[src/rtl/nes_pad_pkg.sv]
// Shared types and constants for the NES controller poller.
package nes_pad_pkg;

  typedef enum logic [2:0] {
    ST_IDLE,
    ST_LATCH,
    ST_SHIFT_LO,
    ST_SHIFT_HI,
    ST_DONE
  } pad_state_t;

  // Bit positions of the buttons in the assembled byte (4021 shift order)
  localparam int BTN_A      = 0;
  localparam int BTN_B      = 1;
  localparam int BTN_SELECT = 2;
  localparam int BTN_START  = 3;
  localparam int BTN_UP     = 4;
  localparam int BTN_DOWN   = 5;
  localparam int BTN_LEFT   = 6;
  localparam int BTN_RIGHT  = 7;
  localparam int BTN_COUNT  = BTN_RIGHT + 1;

  localparam int LATCH_TICKS = 2;
  localparam int FRAME_TICKS = 17;

endpackage

[src/rtl/nes_pad_tick.sv]
// Free-running prescaler: one-cycle tick every TICK_DIV clk cycles.
module nes_pad_tick #(
  parameter int TICK_DIV = 300
) (
  input  logic clk,
  input  logic reset,
  output logic tick
);

  localparam int CW = (TICK_DIV > 1) ? $clog2(TICK_DIV) : 1;
  localparam logic [CW-1:0] CNT_LAST = CW'(TICK_DIV - 1);

  logic [CW-1:0] cnt_reg;

  always_ff @(posedge clk) begin
    if (reset) begin
      cnt_reg <= '0;
    end else if (cnt_reg == CNT_LAST) begin
      cnt_reg <= '0;
    end else begin
      cnt_reg <= cnt_reg + 1'b1;
    end
  end

  assign tick = (cnt_reg == CNT_LAST);

  always_ff @(posedge clk) begin
    if (!reset) begin
      a_tick_div: assert (TICK_DIV >= 2);
    end
  end

endmodule

[src/rtl/nes_pad_reader.sv]
// Polls a 4021-based NES pad and presents an active-high button byte
// with a one-cycle update strobe, optionally debounced over two frames.
module nes_pad_reader
  import nes_pad_pkg::*;
#(
  parameter int TICK_DIV   = 300,
  parameter int POLL_TICKS = 2778,
  parameter int DEBOUNCE   = 1
) (
  input  logic       clk,
  input  logic       reset,
  input  logic       pad_data,
  output logic       pad_latch,
  output logic       pad_clk,
  output logic [7:0] key,
  output logic       key_valid
);

  localparam int PW = $clog2(POLL_TICKS);
  localparam logic [PW-1:0] POLL_LAST  = PW'(POLL_TICKS - 1);
  localparam logic [2:0]    LATCH_LAST = 3'(LATCH_TICKS - 1);
  localparam logic [2:0]    BIT_LAST   = 3'(BTN_RIGHT);

  logic                 tick;
  logic [1:0]           sync_reg;
  logic                 sample_bit;
  pad_state_t           state_reg, state_next;
  logic [PW-1:0]        poll_cnt_reg, poll_cnt_next;
  logic [2:0]           bit_cnt_reg, bit_cnt_next;
  logic [BTN_COUNT-1:0] shreg_reg, shreg_next;
  logic [BTN_COUNT-1:0] prev_reg;
  logic [BTN_COUNT-1:0] key_reg;
  logic                 key_valid_reg;
  logic                 pad_latch_reg;
  logic                 pad_clk_reg;

  nes_pad_tick #(
    .TICK_DIV(TICK_DIV)
  ) u_tick (
    .clk  (clk),
    .reset(reset),
    .tick (tick)
  );

  // pad_data is asynchronous to clk and active-low
  always_ff @(posedge clk) begin
    if (reset) begin
      sync_reg <= '0;
    end else begin
      sync_reg <= {sync_reg[0], pad_data};
    end
  end

  assign sample_bit = ~sync_reg[1];

  // bit_cnt_reg doubles as the tick counter while LATCH is held
  always_comb begin
    state_next    = state_reg;
    poll_cnt_next = poll_cnt_reg;
    bit_cnt_next  = bit_cnt_reg;
    shreg_next    = shreg_reg;
    case (state_reg)
      ST_IDLE: begin
        if (tick) begin
          if (poll_cnt_reg == POLL_LAST) begin
            poll_cnt_next = '0;
            bit_cnt_next  = '0;
            state_next    = ST_LATCH;
          end else begin
            poll_cnt_next = poll_cnt_reg + 1'b1;
          end
        end
      end
      ST_LATCH: begin
        if (tick) begin
          if (bit_cnt_reg == LATCH_LAST) begin
            bit_cnt_next = 3'(BTN_A);
            state_next   = ST_SHIFT_LO;
          end else begin
            bit_cnt_next = bit_cnt_reg + 1'b1;
          end
        end
      end
      ST_SHIFT_LO: begin
        if (tick) begin
          shreg_next[bit_cnt_reg] = sample_bit;
          state_next = (bit_cnt_reg == BIT_LAST) ? ST_DONE : ST_SHIFT_HI;
        end
      end
      ST_SHIFT_HI: begin
        if (tick) begin
          bit_cnt_next = bit_cnt_reg + 1'b1;
          state_next   = ST_SHIFT_LO;
        end
      end
      ST_DONE: begin
        state_next = ST_IDLE;
      end
      default: begin
        state_next = ST_IDLE;
      end
    endcase
  end

  always_ff @(posedge clk) begin
    if (reset) begin
      state_reg     <= ST_IDLE;
      poll_cnt_reg  <= '0;
      bit_cnt_reg   <= '0;
      shreg_reg     <= '0;
      prev_reg      <= '0;
      key_reg       <= '0;
      key_valid_reg <= 1'b0;
      pad_latch_reg <= 1'b0;
      pad_clk_reg   <= 1'b0;
    end else begin
      state_reg     <= state_next;
      poll_cnt_reg  <= poll_cnt_next;
      bit_cnt_reg   <= bit_cnt_next;
      shreg_reg     <= shreg_next;
      pad_latch_reg <= (state_next == ST_LATCH);
      pad_clk_reg   <= (state_next == ST_SHIFT_HI);
      key_valid_reg <= (state_reg == ST_DONE);
      if (state_reg == ST_DONE) begin
        prev_reg <= shreg_reg;
        // With debounce, a byte is accepted only once it repeats
        if (DEBOUNCE == 0 || shreg_reg == prev_reg) begin
          key_reg <= shreg_reg;
        end
      end
    end
  end

  assign pad_latch = pad_latch_reg;
  assign pad_clk   = pad_clk_reg;
  assign key       = key_reg;
  assign key_valid = key_valid_reg;

  always_ff @(posedge clk) begin
    if (!reset) begin
      a_poll_ticks: assert (POLL_TICKS >= FRAME_TICKS);
    end
  end

endmodule

[config.mk]
export PLATFORM = sky130hd
export DESIGN_NAME = nes_pad_reader
export DESIGN_NICKNAME = d
export VERILOG_FILES = /design/src/rtl/nes_pad_pkg.sv /design/src/rtl/nes_pad_tick.sv /design/src/rtl/nes_pad_reader.sv
export SDC_FILE = /design/constraint.sdc
export NUM_CORES = 1
export LEC_CHECK = 0
export ABC_CLOCK_PERIOD_IN_PS = 3400
export CORE_AREA = 2 2 73 89
export CTS_BUF_LIST = sky130_fd_sc_hd__clkbuf_16
export DETAILED_ROUTE_END_ITERATION = 7
export DIE_AREA = 0 0 75 91
export GPL_TIMING_DRIVEN = 0
export PLACE_DENSITY_LB_ADDON = 0.25
export SYNTH_ARGS = -nofsm -noshare
export SYNTH_HDL_FRONTEND = slang
export SYNTH_SLANG_ARGS = --single-unit
[constraint.sdc]
create_clock -name clk -period 3.4 [get_ports clk]
set_clock_uncertainty 0.05 [all_clocks]
set_input_delay 0.34 -clock clk [delete_from_list [all_inputs] [get_ports clk]]
set_output_delay 0.34 -clock clk [all_outputs]
set_load 0.03 [all_outputs]
# --- After elaboration in Yosys (flattened, before gate mapping) ---
# Index checks and enable logic that the tools add are counted.
totals:
  rom_bits: 0
  ff_bits: 56
  mem_count: 0
  latch_bits: 0
  out_inout_bits: 11
  in_bits: 3
  mem_bits_rw: 0
op_classes:
  n_eq_ne: 15
  add_sub_neg: 3
  n_mux: 18
  n_bitwise: 1
  n_reduce_logical: 8
  n_shift: 0
  order_cmp: 2
  div: 0
  multipliers: 0
op_table:
  columns: ["op", "count"]
  rows:
  - ["3-bit two-way mux", 12]
  - ["12-bit by 1-bit adder with 12-bit output, second input constant", 1]
  - ["12-bit == test, second input constant", 1]
  - ["12-bit two-way mux", 1]
  - ["3-bit one-hot mux with 4 select lines", 1]
  - ["9-bit by 1-bit adder with 9-bit output, second input constant", 1]
  - ["3-bit by 1-bit == test with 1-bit output, second input constant", 3]
  - ["3-bit by 2-bit == test with 1-bit output, second input constant", 3]
  - ["9-bit == test, second input constant", 1]
  - ["3-bit one-hot mux with 3 select lines", 1]
  - ["8-bit bitwise mux", 1]
  - ["8-bit == test", 1]
  - ["2-bit inequality test, second input constant", 4]
  - ["3-bit == test, second input constant", 2]
  - ["2-bit AND reduction", 3]
  - ["5-bit AND reduction", 1]
  - ["3-bit by 4-bit < comparator with 1-bit output, second input constant", 1]
  - ["3-bit by 1-bit adder with 3-bit output, second input constant", 1]
  - ["1-bit demux with 3-bit select", 1]
  - ["3-bit by 1-bit greater-or-equal comparator with 1-bit output, second input constant", 1]
  - ["3-bit zero test", 1]
  - ["3-bit nonzero test", 1]
  - ["2-bit OR reduction", 1]
  - ["1-bit logical AND", 1]
  - ["2 further kinds", 2]

# --- Longest topological paths before layout ---
depth:
  ltp_word: 5
  mapped_depth: 7
  mapped_depth_nobuf: 6

# --- By module ---
# Synthesis repeated with hierarchy kept, for this count alone.
unflattened:
  hier_cells: 284
  hier_area_um2: 2513.7
by_module_without_submodules:
  columns: ["mod", "n_inst", "cells_each", "area_per_inst_um2", "seq_area_each_um2"]
  rows:
  - ["nes_pad_reader", 1, 240, 2123.3, 940.9]
  - ["nes_pad_tick", 1, 44, 390.4, 180.2]

# --- Least setup slack after synthesis ---
# Ideal clock, no wire load.
synth_path:
  path_type: "reg2reg"
  from: "reg u_tick.cnt_reg[4]"
  to: "reg poll_cnt_reg[11]"
  required_ns: 3.279
  path_stages_with_launch: 6
  slack_ns: 1.273
  arrival_time_ns: 2.006
  cell_sequence: "dfxtp_1 or4b_1 or4_1 clkbuf_2 or4_1 a21oi_1"
synth_via:
  elab_chain_cells: 2
synth_lines:
  columns: ["item", "line", "text"]
  rows:
  - ["start, declared", "nes_pad_tick.sv:13", "logic [CW-1:0] cnt_reg;"]
  - ["start signal, assigned", "nes_pad_tick.sv:21", "cnt_reg <= cnt_reg + 1'b1;"]
  - ["9-bit == test", "nes_pad_tick.sv:25", "assign tick = (cnt_reg == CNT_LAST);"]
  - ["2-bit AND reduction (no source line)", null, null]
  - ["end signal, assigned", "nes_pad_reader.sv:118", "poll_cnt_reg <= poll_cnt_next;"]
  - ["end, declared", "nes_pad_reader.sv:28", "logic [PW-1:0] poll_cnt_reg, poll_cnt_next;"]
# Every way passes these cells.
# A chain may end at the register's enable or synchronous reset.

# --- Worst setup path in the final report ---
layout_path:
  from: "reg poll_cnt_reg[0]"
  to: "reg poll_cnt_reg[3]"
layout_via:
  elab_chain_cells: 2
  word_cells_on_any_way: 3
  classes_between: "add/sub (1); eq/ne (1); mux (1)"
layout_lines:
  columns: ["item", "line", "text"]
  rows:
  - ["12-bit by 1-bit adder with 12-bit output or 12-bit == test (tied branches)", "nes_pad_reader.sv:70, nes_pad_reader.sv:65", null]
  - ["12-bit two-way mux (*)", "nes_pad_reader.sv:65", "if (poll_cnt_reg == POLL_LAST) begin"]
# Mark *: on every way between the ends. The rest lies on a longest branch, timed or not.

==> Implementation_results.wiki <==
{| class="wikitable"
! Metric !! Value
|-
| Final ANT Viol Nets || 0
|-
| Fraction of layout instances using a drive strength above 1 || 5.592%
|-
| Commonest register cell after synthesis || sky130_fd_sc_hd__dfxtp_1
|-
| Total of endpoints with negative setup slack in the final report || 0
|-
| Chip Height || 91 um
|-
| Buffer and inverter count on the worst path || 1
|-
| Crit path DAT || 2.68 ns
|-
| MaxCap Viol Count || 0
|-
| Post-route DRC violation count || 0
|-
| Post-synthesis async set-or-reset flop share || 0%
|-
| Hold path cells || 1
|-
| Max FO, Critical Path || 10
|-
| Final-report max-slew violation count || 0
|-
| Peak VDD IR || 0.0001953 V
|-
| Largest net degree at the start of global routing || 18
|-
| Overall via count from detail_route || 1983
|-
| Max FFs per register || 12
|-
| Max incr delay on CP || 0.59 ns
|-
| Via density || 5.137
|-
| CTS resizes || 0
|-
| Setup Crit Path Kind || reg2reg
|-
| Core area || 5934 um2
|-
| Total non-filler cell area in the finished layout || 2883 um2
|-
| Final RePlAce weighted congestion || 0.7637
|-
| Power density over the cells || 412.5 nW/um2
|-
| Total net switching power || 0.2496 mW
|-
| Final number of hold-violating endpoints || 0
|-
| Final Cycle Share || 75.46%
|-
| Sequential cell area || 1121 um2
|-
| Die X || 75 um
|-
| Cells traversed along the worst timing path || ha_1, or4b_2, nor4_1, a21o_1, clkbuf_1, nor2_1
|-
| RSZ-0062 raised after global routing || false
|-
| Count of port buffers added during placement || 12
|-
| Drt first-iter violations || 93
|-
| Hold/Removal Path Class || reg2reg
|-
| Sequential area share after synthesis || 44.55%
|-
| Detail Placement HPWL || 3502 um
|-
| CP Launch Type || flop
|-
| Fill cell total of the finished layout || 589
|-
| Kind of end point of the critical path || flop
|-
| Placement-stage cell area || 2739 um2
|-
| Crit path time final || 2.566 ns
|-
| Accumulated negative setup slack || 0 ns
|-
| Internal power of the cells || 0.9396 mW
|-
| Via count of the first global-routing pass || 1836
|-
| Total clock sinks || 56
|-
| Global-route wire length before repair || 8452 um
|-
| Cts hold-fix bufs || 0
|-
| Mapped Area || 2516 um2
|-
| P_leak || 1.097 nW
|-
| Worst-Skew Late Latency || 0.29 ns
|-
| Register bit total from synthesis || 56
|-
| Footprint of the multi-input gates || 1310 um2
|-
| Initial antenna violation count || 0
|-
| Length in cells of the worst reg-to-reg path || 6
|-
| Required time at the worst-slack endpoint || 3.52 ns
|-
| GRT Util Overall || 15.83%
|-
| Diode count || 0
|-
| Clock Pin Slew Worst Setup and Hold Paths || 0.07 ns
|-
| Average size of a mapped cell || 8.860 um2
|-
| Yosys Warn Count || 0
|-
| Slew at the pin closest to its max-slew limit || 0.7968 ns
|-
| Total number of placement rows || 31
|-
| Net count, final || 312
|-
| Maximum level of the CTS H-tree || 2
|-
| Number of enable flip-flop cells after synthesis || 0
|-
| Delay-heaviest family, CP || simple AND/OR/NAND/NOR gates
|-
| Stages on the worst setup path || 6
|-
| Clock tree from TritonCTS || done
|-
| Overflow left after global routing || 0
|-
| Syn Nets || 293
|-
| Max Freq || 389.8 MHz
|-
| Relative contribution of sequential cells to total power || 55.8%
|-
| Boundary pin count || 14
|-
| Maximum count of clock buffers along a single path || 2
|-
| Total power || 1.189 mW
|-
| Cells after synthesis || 284
|-
| Relative contribution of the clock network to total power || 42.0%
|-
| Switching share of power || 20.99%
|-
| Synthesis-to-layout area growth || 14.57%
|-
| Cell variety after synth || 43
|-
| DR WL/cell || 12.33 um
|-
| Initial standard-cell utilization of the core || 42.40%
|-
| Area enclosed by the die boundary || 6825 um2
|-
| Proportion of power drawn by combinational gates || 2.2%
|-
| Run status || finished, final reports clean
|-
| Worst-case hold slack || 0.3915 ns
|-
| Total setup buffers inserted after CTS || 0
|-
| Total CTS buffers || 5
|-
| Number of search-and-repair iterations in the first detailed-routing pass || 4
|-
| Max transition margin || 46.13%
|-
| Slowest cell on crit path || sky130_fd_sc_hd__or4b_2
|-
| Total wire length after detailed routing || 4760 um
|-
| Root Driver || sky130_fd_sc_hd__clkbuf_16
|}
## power by group through the flow
| stage | registers, mW | logic [mW] | clock network (mW) |
|---|---|---|---|
| floorplan | 0.678 | 0.0190 | 0 |
| global placement | 0.679 | 0.0271 | 0 |
| detailed placement | 0.679 | 0.0272 | 0 |
| CTS | 0.663 | 0.0273 | 0.520 |
| global route | 0.664 | 0.0301 | 0.540 |
| finish | 0.664 | 0.0264 | 0.499 |
## final cells by class
type / instances / share of cell area (%)
clock buffers: 5 / 4.340
repair buffers: 12 / 4.167
well taps: 82 / 3.559
inverters: 9 / 1.172
clock inverters: 3 / 0.6510
plain buffers: 13 / 1.780
flip-flops and latches: 56 / 38.89
multi-input cells: 206 / 45.44
## metrics by stage
step                      worst slack [ns]  util (%)  cells
after global placement              0.8150     46.15    378
after detailed placement            0.8522     46.15    378
after floorplan                      1.273         -    284
after CTS                           0.7982     48.58    386
final                               0.8343     48.58    386
after global routing                0.5678     48.58    386
## worst paths after layout
check                       start               to  slack [ns]
setup / recovery  poll_cnt_reg[0]  poll_cnt_reg[3]        0.83
hold / removal        sync_reg[0]      sync_reg[1]        0.39
setup reg to reg  poll_cnt_reg[0]  poll_cnt_reg[3]        0.83
hold reg to reg       sync_reg[0]      sync_reg[1]        0.39
## kinds of logic after synthesis
| logic type | share of synthesized area [%] |
|---|---|
| fa+ha+maj | 2.984 |
| simple gates | 26.16 |
| compound gates | 7.509 |
| buf+inv | 3.381 |
| mux | 8.105 |
| xor+xnor | 7.310 |
| flops | 44.56 |
## cell usage in the layout (no fill, tap or decap), types with 4 or more instances in the layout
cell type,count
sky130_fd_sc_hd__mux2i_1,17
sky130_fd_sc_hd__nand4_1,6
sky130_fd_sc_hd__xor2_1,16
sky130_fd_sc_hd__nor3_1,5
sky130_fd_sc_hd__and3_1,4
sky130_fd_sc_hd__ha_1,6
sky130_fd_sc_hd__nor2_1,26
sky130_fd_sc_hd__xnor2_1,5
sky130_fd_sc_hd__inv_1,9
sky130_fd_sc_hd__clkdlybuf4s50_1,12
sky130_fd_sc_hd__clkbuf_16,5
sky130_fd_sc_hd__nor4_1,7
sky130_fd_sc_hd__nand3_1,8
sky130_fd_sc_hd__nand2_1,41
sky130_fd_sc_hd__a21oi_1,14
sky130_fd_sc_hd__or4_1,4
sky130_fd_sc_hd__dfxtp_1,56
sky130_fd_sc_hd__nor2b_1,5
sky130_fd_sc_hd__or3_1,9
sky130_fd_sc_hd__clkbuf_1,10
## cell usage after synthesis, types with 5 or more instances
library cell,n,area share (%)
sky130_fd_sc_hd__mux2i_1,17,6.8
sky130_fd_sc_hd__clkbuf_1,10,1.5
sky130_fd_sc_hd__nor2_1,26,3.9
sky130_fd_sc_hd__nand4_1,6,1.5
sky130_fd_sc_hd__nor3_1,5,0.99
sky130_fd_sc_hd__nand3_1,8,1.6
sky130_fd_sc_hd__dfxtp_1,56,45
sky130_fd_sc_hd__nor4_1,7,1.7
sky130_fd_sc_hd__a21oi_1,14,2.8
sky130_fd_sc_hd__nor2b_1,5,1.2
sky130_fd_sc_hd__or3_1,9,2.2
sky130_fd_sc_hd__ha_1,6,3.0
sky130_fd_sc_hd__inv_1,9,1.3
sky130_fd_sc_hd__xnor2_1,5,1.7
sky130_fd_sc_hd__xor2_1,16,5.6
sky130_fd_sc_hd__nand2_1,41,6.1
## metal layers
| layer | GRT usage, % | wire, um | vias to the layer above | share of wire, % |
|---|---|---|---|---|
| met2 | 26.46 | 2385 | 11 | 50 |
| met3 | 3.330 | 87 | 7 | 1.8 |
| li1 | - | - | 1029 | - |
| met5 | 0 | 0 | - | 0 |
| met1 | 19.71 | 2211 | 936 | 46 |
| met4 | 5.357 | 76 | 0 | 1.6 |
(Power assumes the default switching activity.)
